[src/rtl/rtc_pkg.sv]
// rtc_pkg: shared types and helpers for the seven-segment real-time clock.
//   state_t     : time-set FSM states (alarm states exist only with RTC_ALARM_EN)
//   SEG_DIGIT   : active-low a..g patterns for BCD digits 0-9 (bit6 = a)
//   SEG_BLANK   : active-low pattern with every segment dark
//   seg_enc     : BCD + blank + polarity -> 7-bit segment vector
//   bcd59_inc   : +1 on a two-digit BCD value 00-59, 59 wraps to 00
//   hr_inc      : +1 on a binary hour 0-23, 23 wraps to 0
// Optional feature macro: RTC_ALARM_EN
package rtc_pkg;

  typedef enum logic [2:0] {
    ST_RUN     = 3'd0,
    ST_SET_HR  = 3'd1,
    ST_SET_MIN = 3'd2,
    ST_SET_SEC = 3'd3
`ifdef RTC_ALARM_EN
    ,
    ST_SET_AL_HR  = 3'd4,
    ST_SET_AL_MIN = 3'd5
`endif
  } state_t;

  // Element 0 is the leftmost literal, so SEG_DIGIT[d] is the pattern for d.
  localparam logic [0:9][6:0] SEG_DIGIT = {
    7'b0000001, 7'b1001111, 7'b0010010, 7'b0000110, 7'b1001100,
    7'b0100100, 7'b0100000, 7'b0001111, 7'b0000000, 7'b0000100
  };
  localparam logic [6:0] SEG_BLANK = 7'b1111111;

  function automatic logic [6:0] seg_enc(input logic [3:0] bcd, input logic blank,
                                         input logic act_low);
    logic [6:0] p;
    p = (blank || bcd > 4'd9) ? SEG_BLANK : SEG_DIGIT[bcd];
    return act_low ? p : ~p;
  endfunction

  // {tens, units} BCD, range 00-59.
  function automatic logic [7:0] bcd59_inc(input logic [7:0] v);
    if (v[3:0] != 4'd9) return {v[7:4], v[3:0] + 4'd1};
    if (v[7:4] != 4'd5) return {v[7:4] + 4'd1, 4'd0};
    return 8'h00;
  endfunction

  function automatic logic [4:0] hr_inc(input logic [4:0] h);
    return (h == 5'd23) ? 5'd0 : h + 5'd1;
  endfunction

endpackage

[src/rtl/seg7_decoder.sv]
// seg7_decoder: one seven-segment digit.
//   i_bcd     : digit value 0-9 (10-15 render blank)
//   i_blank   : force all segments dark
//   i_act_low : 1 = lit segment drives 0
//   o_seg     : segments a..g on bits 6..0
module seg7_decoder
  import rtc_pkg::*;
(
  input  logic [3:0] i_bcd,
  input  logic       i_blank,
  input  logic       i_act_low,
  output logic [6:0] o_seg
);
  assign o_seg = seg_enc(i_bcd, i_blank, i_act_low);
endmodule

[src/rtl/rtc_seg7_clock.sv]
// rtc_seg7_clock: BCD real-time clock with button time-set FSM and six
// directly driven seven-segment digits (HH:MM:SS).
//   clk, reset       : system clock (CLK_HZ) and async active-high reset
//   switch           : 1 = 12 h display, 0 = 24 h display
//   btn_mode/btn_inc : single-cycle debounced pulses (advance FSM / edit field)
//   led_a..led_f     : seconds units .. hours tens, bit6..0 = segments a..g
//   pm               : internal hour >= 12
//   set_active       : FSM is in a SET state
//   alarm_on         : (RTC_ALARM_EN only) alarm ringing
// Optional feature macro: RTC_ALARM_EN (alarm registers, two alarm-set states
// after SET_SEC, alarm_on output).
module rtc_seg7_clock
  import rtc_pkg::*;
#(
  parameter int CLK_HZ         = 50_000_000,
  parameter int RESET_HOUR     = 0,
  parameter int RESET_MIN      = 0,
  parameter int SEG_ACTIVE_LOW = 1
) (
  input  logic       clk,
  input  logic       reset,
  input  logic       switch,
  input  logic       btn_mode,
  input  logic       btn_inc,
  output logic [6:0] led_a,
  output logic [6:0] led_b,
  output logic [6:0] led_c,
  output logic [6:0] led_d,
  output logic [6:0] led_e,
  output logic [6:0] led_f,
  output logic       pm,
  output logic       set_active
`ifdef RTC_ALARM_EN
  ,
  output logic       alarm_on
`endif
);
  localparam int            PW      = $clog2(CLK_HZ);
  localparam logic [PW-1:0] P_MAX   = PW'(CLK_HZ - 1);
  localparam logic [PW-1:0] P_HALF  = PW'(CLK_HZ / 2);
  localparam logic          ACT_LOW = (SEG_ACTIVE_LOW != 0);

  state_t          r_state;
  logic [PW-1:0]   r_presc;
  logic [7:0]      r_sec, r_min;   // BCD {tens, units}
  logic [4:0]      r_hour;         // binary 0-23
  logic [5:0][6:0] r_seg;          // [0] = led_a .. [5] = led_f
  logic            r_pm, r_set;
  logic            w_tick;

  assign w_tick = (r_presc == P_MAX);

  // ---------------- time-set FSM and time-of-day cascade ----------------
  always_ff @(posedge clk or posedge reset) begin
    if (reset) begin
      r_state <= ST_RUN;
      r_presc <= '0;
      r_sec   <= 8'h00;
      r_min   <= {4'(RESET_MIN / 10), 4'(RESET_MIN % 10)};
      r_hour  <= 5'(RESET_HOUR);
    end else begin
      r_presc <= w_tick ? '0 : r_presc + PW'(1);
      if (btn_mode) begin
        // mode wins: any inc or tick on this cycle is dropped
        case (r_state)
          ST_RUN:     r_state <= ST_SET_HR;
          ST_SET_HR:  r_state <= ST_SET_MIN;
          ST_SET_MIN: r_state <= ST_SET_SEC;
`ifdef RTC_ALARM_EN
          ST_SET_SEC:    r_state <= ST_SET_AL_HR;
          ST_SET_AL_HR:  r_state <= ST_SET_AL_MIN;
          ST_SET_AL_MIN: begin r_state <= ST_RUN; r_presc <= '0; end
`else
          ST_SET_SEC: begin r_state <= ST_RUN; r_presc <= '0; end
`endif
          default:    r_state <= ST_RUN;
        endcase
      end else begin
        case (r_state)
          ST_RUN: if (w_tick) begin
            r_sec <= bcd59_inc(r_sec);
            if (r_sec == 8'h59) begin
              r_min <= bcd59_inc(r_min);
              if (r_min == 8'h59) r_hour <= hr_inc(r_hour);
            end
          end
          ST_SET_HR:  if (btn_inc) r_hour <= hr_inc(r_hour);
          ST_SET_MIN: if (btn_inc) r_min <= bcd59_inc(r_min);  // no carry into hour
          ST_SET_SEC: if (btn_inc) r_sec <= 8'h00;
          default: ;
        endcase
      end
    end
  end

`ifdef RTC_ALARM_EN
  // ---------------- alarm ----------------
  logic [4:0] r_al_hour;
  logic [7:0] r_al_min;
  logic       r_al_en, r_alarm_on;
  logic [5:0] r_al_cnt;
  logic       w_al_hit;

  // this tick lands on hh:mm:00 equal to the alarm time
  assign w_al_hit = (r_sec == 8'h59) && (bcd59_inc(r_min) == r_al_min) &&
                    (((r_min == 8'h59) ? hr_inc(r_hour) : r_hour) == r_al_hour);

  always_ff @(posedge clk or posedge reset) begin
    if (reset) begin
      r_al_hour  <= 5'd0;
      r_al_min   <= 8'h00;
      r_al_en    <= 1'b0;
      r_alarm_on <= 1'b0;
      r_al_cnt   <= 6'd0;
    end else begin
      if (!btn_mode && btn_inc && r_state == ST_SET_AL_HR)  r_al_hour <= hr_inc(r_al_hour);
      if (!btn_mode && btn_inc && r_state == ST_SET_AL_MIN) r_al_min  <= bcd59_inc(r_al_min);
      if (btn_mode && r_state == ST_SET_AL_HR) r_al_en <= 1'b1;
      if (r_state == ST_RUN && !btn_mode) begin
        if (w_tick && r_al_en && w_al_hit) begin
          r_alarm_on <= 1'b1;
          r_al_cnt   <= 6'd0;
        end else if (r_alarm_on) begin
          if (btn_inc) r_alarm_on <= 1'b0;
          else if (w_tick) begin
            if (r_al_cnt == 6'd59) r_alarm_on <= 1'b0;
            else                   r_al_cnt   <= r_al_cnt + 6'd1;
          end
        end
      end
    end
  end

  assign alarm_on = r_alarm_on;
`endif

  // ---------------- display path ----------------
  logic [4:0]      w_dsp_hour, w_dh;
  logic [7:0]      w_dsp_min, w_dsp_sec;
  logic [3:0]      w_h_hi, w_h_lo;
  logic            w_edit_h, w_edit_m, w_edit_s, w_blink;
  logic [5:0][3:0] w_bcd;
  logic [5:0]      w_blank;
  logic [5:0][6:0] w_seg;

  always_comb begin
    w_dsp_hour = r_hour;
    w_dsp_min  = r_min;
    w_dsp_sec  = r_sec;
    w_edit_h   = (r_state == ST_SET_HR);
    w_edit_m   = (r_state == ST_SET_MIN);
    w_edit_s   = (r_state == ST_SET_SEC);
`ifdef RTC_ALARM_EN
    // while editing the alarm, show the alarm time with seconds 00
    if (r_state == ST_SET_AL_HR || r_state == ST_SET_AL_MIN) begin
      w_dsp_hour = r_al_hour;
      w_dsp_min  = r_al_min;
      w_dsp_sec  = 8'h00;
    end
    w_edit_h = w_edit_h || (r_state == ST_SET_AL_HR);
    w_edit_m = w_edit_m || (r_state == ST_SET_AL_MIN);
`endif
  end

  // 12 h mapping: 0 -> 12, 13..23 -> 1..11
  always_comb begin
    w_dh = w_dsp_hour;
    if (switch) begin
      if (w_dsp_hour == 5'd0)       w_dh = 5'd12;
      else if (w_dsp_hour > 5'd12)  w_dh = w_dsp_hour - 5'd12;
    end
    if (w_dh >= 5'd20)      begin w_h_hi = 4'd2; w_h_lo = 4'(w_dh - 5'd20); end
    else if (w_dh >= 5'd10) begin w_h_hi = 4'd1; w_h_lo = 4'(w_dh - 5'd10); end
    else                    begin w_h_hi = 4'd0; w_h_lo = 4'(w_dh);         end
  end

  // edited field is dark during the second half of each second
  assign w_blink = (r_presc >= P_HALF);
  assign w_bcd   = {w_h_hi, w_h_lo, w_dsp_min[7:4], w_dsp_min[3:0],
                    w_dsp_sec[7:4], w_dsp_sec[3:0]};
  assign w_blank = {(w_blink && w_edit_h) || (switch && w_h_hi == 4'd0),
                    w_blink && w_edit_h,
                    w_blink && w_edit_m, w_blink && w_edit_m,
                    w_blink && w_edit_s, w_blink && w_edit_s};

  for (genvar g = 0; g < 6; g++) begin : g_dig
    seg7_decoder u_dec (
      .i_bcd    (w_bcd[g]),
      .i_blank  (w_blank[g]),
      .i_act_low(ACT_LOW),
      .o_seg    (w_seg[g])
    );
  end

  always_ff @(posedge clk or posedge reset) begin
    if (reset) begin
      r_seg <= {seg_enc(4'(RESET_HOUR / 10), 1'b0, ACT_LOW),
                seg_enc(4'(RESET_HOUR % 10), 1'b0, ACT_LOW),
                seg_enc(4'(RESET_MIN / 10),  1'b0, ACT_LOW),
                seg_enc(4'(RESET_MIN % 10),  1'b0, ACT_LOW),
                seg_enc(4'd0, 1'b0, ACT_LOW),
                seg_enc(4'd0, 1'b0, ACT_LOW)};
      r_pm  <= (RESET_HOUR >= 12);
      r_set <= 1'b0;
    end else begin
      r_seg <= w_seg;
      r_pm  <= (r_hour >= 5'd12);
      r_set <= (r_state != ST_RUN);
    end
  end

  assign led_a      = r_seg[0];
  assign led_b      = r_seg[1];
  assign led_c      = r_seg[2];
  assign led_d      = r_seg[3];
  assign led_e      = r_seg[4];
  assign led_f      = r_seg[5];
  assign pm         = r_pm;
  assign set_active = r_set;

endmodule

[config.mk]
export PLATFORM = sky130hd
export DESIGN_NAME = rtc_seg7_clock
export DESIGN_NICKNAME = d
export VERILOG_FILES = /design/src/rtl/rtc_pkg.sv /design/src/rtl/seg7_decoder.sv /design/src/rtl/rtc_seg7_clock.sv
export SDC_FILE = /design/constraint.sdc
export NUM_CORES = 1
export LEC_CHECK = 0
export BUFFER_PORTS_ARGS = -buffer_cell sky130_fd_sc_hd__buf_2
export CORE_MARGIN = 4
export CORE_UTILIZATION = 30
export DETAILED_ROUTE_END_ITERATION = 8
export PLACE_DENSITY = 0.43
export SYNTH_ARGS = -nofsm -noshare
export SYNTH_HDL_FRONTEND = slang
export SYNTH_HIERARCHICAL = 1
export SYNTH_SLANG_ARGS = --single-unit
[constraint.sdc]
create_clock -name clk -period 4.4 [get_ports clk]
set_clock_uncertainty 0.15 [all_clocks]
set_input_delay 0.44 -clock clk [delete_from_list [all_inputs] [get_ports clk]]
set_output_delay 0.44 -clock clk [all_outputs]
set_load 0.02 [all_outputs]
==> summary.txt <==
Floorplanning
  • Die extent in x: 147.6 um
  • Die Y: 147.6 um
  • Io pins: 49
  • Die area: 21780 um^2
  • Core area: 18960 um^2
  • Core Rows: 50
  • Starting density of the core: 30.84%

Critical path
  • Critical Path, Cell by Cell: inv_1 -> ha_1 -> and4b_1 -> a211o_1 -> ha_1 -> a211oi_1 -> inv_1 -> mux2i_1 -> inv_1 -> ha_1 -> nor2_1 -> a21oi_1 -> o21ai_0 -> xnor2_1
  • Startpoint types: flip-flop
  • Crit Path Category: flip-flop to flip-flop
  • Reg-to-reg setup timing slack: 0.87 ns
  • Critical path endpoint category: flip-flop
  • CP max stage delay: 0.48 ns
  • CP max FO: 10
  • Worst EP arrival: 3.65 ns
  • CP max-delay cell: dfrtp_1
  • WP data required: 4.52 ns

Timing
  • Final Max Tran Viols: 0
  • Fmax: 0.2830 GHz
  • Final Cycle Share: 80.30%
  • RSZ-0062 raised after global routing: false
  • Slew headroom: 37.43%
  • Shortest period the worst path allows: 3.533 ns
  • Final hold vios: 0
  • Endpoints failing setup: 0
  • Post-route setup TNS: 0 ns
  • Slew of the pin with the lowest slew margin: 0.9375 ns

Clock tree
  • Setup bufs post-CTS: 0
  • CTS tree: done
  • Clock Root Buffer: clkbuf_16
  • Worst-path clk slew: 0.07 ns
  • Hold Buf Count CTS: 0
  • Clk Latency, worst-skew pair: 0.35 ns
  • Post_cts resized: 0
  • Clk sink count: 93
  • H-tree levels: 3
  • Max Buffers Root-to-Sink: 2
  • CTS buffer count: 9

Cells and area
  • Most frequent cells in the layout: dfrtp_1 (87), nor2_1 (61), xnor2_1 (50)
  • Layout cells sized above 1: 15.22%
  • Area growth syn-to-layout: 14.04%
  • Most common cell after layout, fill and taps aside: dfrtp_1
  • Fill cells: 1910
  • Finished Layout Cells: 917
  • FF+latch area: 2335 um^2
  • Multi-input combinational cell area: 3293 um^2
  • Final net count: 703
  • N_diodes: 0

Global route
  • Largest net degree at the start of global routing: 55
  • Grt total ovfl: 0
  • Vias in the first global route: 4111
  • First-pass GRT wire length: 20.09 mm
  • Initial antenna violation count: 0
  • GRT Total Usage: 11.14%

Yosys
  • Mean Syn Cell Area: 9.743 um^2
  • Register area share after synthesis: 39.94%
  • Synthesized area: 5846 um^2
  • Post-synth EDFFs: 0
  • Synthesis-stage register bit count: 93
  • Ys flop type: dfrtp_1
  • Post-synthesis instance total: 600
  • Yosys cell types: 66
  • Synthesis Warnings: 6
  • Ys async rst share: 100.0%

Drt
  • Post-Route WL: 11.47 mm
  • Routed vias: 4215
  • ANT nets after route: 0
  • Initial drt markers: 186
  • Routed len/inst: 12.51 um
  • Vias per cell: 4.597
  • DRT Pass-1 Iters: 4
  • DRC: 0

Outcome
  • Status: complete, no violations

Min path
  • Worst hold path class: input pin to async pin

Power and ir drop
  • Leak pwr: 2.929 nW
  • Pwr Density: 667.0 nW/um^2
  • Worst IR Drop VDD: 0.2650 mV

Placed design
  • Port Buffers: 48
  • Gpl congestion: 0.8164
  • Detailed Place HPWL: 8.275 mm
  • Placed insts: 901

Job
  • Max Cap Viol: 0
==> power by group <==
| group | switching (mW) | internal (mW) | total, mW |
|---|---|---|---|
| clock | 0.350 | 0.516 | 0.867 |
| combinational | 1.29 | 0.932 | 2.22 |
| sequential | 0.215 | 1.14 | 1.36 |
==> sequential cells by signal, indices dropped and copies added (netlist names) <==
name        count
led_b           7
r_state         2
led_f           7
led_d           7
r_min           8
r_presc        26
pm              1
led_e           7
set_active      1
r_hour          5
led_a           7
led_c           7
r_sec           8
==> final timing paths <==
check / from / end / cells after the start
worst min-delay path: reset / led_e[1] / 2
max in group asynchronous: reset / led_c[0] / 3
worst max-delay path: r_hour[1] / led_f[1] / 14
worst min register to register: r_presc[0] / r_presc[0] / 1
worst max register to register: r_hour[1] / led_f[1] / 14
min in group clk: btn_mode / r_state[1] / 3
==> cell families (layout without fill, tap and decap cells) <==
kind of cell | Yosys count | after routing | share of synthesized area, %
AO/OA/AOI/OAI | 132 | 132 | 16.42
adder cells (fa/ha/maj) | 46 | 46 | 9.846
flip-flops | 93 | 93 | 39.94
other | 2 | 14 | 0.1285
AND/OR/NAND/NOR | 195 | 195 | 17.55
multiplexers | 8 | 8 | 1.434
buffers and inverters | 56 | 101 | 4.495
XOR/XNOR | 68 | 68 | 10.19
==> worst max-delay path, delay by kind of cell, from the launching register on <==
kind,cells,cell delay [ns]
xor gates and xnor gates,1,0.14
DFF,1,0.48
muxes,1,0.30
adders and majority gates,3,0.74
buffers and inverters,3,0.37
and+or+nand+nor,2,0.36
AOI/OAI and AO/OA,4,0.90
==> cell type report <==
class	instances	share of cell area, %
inverters	35	1.989
well taps	260	4.880
flip-flops and latches	93	35.02
clock buffers	11	3.641
multi-input cells	463	49.40
repair buffers	50	3.829
clock inverters	5	1.239
==> metal layers <==
metal | routed length [um] | vias up | track usage (%)
met5 | 0 | - | 0
met4 | 108 | 0 | 3.169
met3 | 435 | 8 | 3.158
met2 | 5516 | 50 | 18.49
met1 | 5411 | 2014 | 14.20
li1 | - | 2143 | -
==> Yosys cell counts, drive strengths merged, types with 3 or more instances <==
library cell  number  share of area (%)
mux2               3               0.58
nand2b            10                1.1
and3               7               0.75
and4b              3               0.51
dfrtp             87                 37
dfstp              6                2.7
buf                8                1.4
o31ai              6                1.0
clkbuf            13               0.83
nor2              61                3.9
mux2i              5               0.86
or3                4               0.43
nand3             18                1.6
inv               35                2.2
xor2              18                2.7
a21oi             40                4.6
a21o               5               0.66
nor2b              8               0.86
nor3               6               0.51
ha                46                9.8
a211oi             3               0.39
a22o               3               0.45
nand4             11                1.4
nand2             45                2.9
o211ai             7               0.90
nor3b              3               0.66
o21bai             7                2.1
o21ai             47                4.0
nand3b             3               0.39
xnor2             50                7.5
==> metrics by stage <==
stage / area (um^2) / hold WS, ns / util, % / setup slack, ns / total power, mW
final: 6666 / 0.1253 / 35.17 / 0.8669 / 4.446
after global routing: 6666 / 0.2144 / 35.17 / 0.5007 / 4.875
after CTS: 6666 / 0.1525 / 35.17 / 0.8320 / 4.523
after detailed placement: 6341 / 0.3862 / 33.45 / 0.8449 / 3.628
after global placement: 6341 / 0.3834 / 33.45 / 0.9573 / 3.597
after floorplan: 5891 / 0.3443 / - / 1.111 / 3.180
Note: power is estimated with default switching activity, not from simulation.
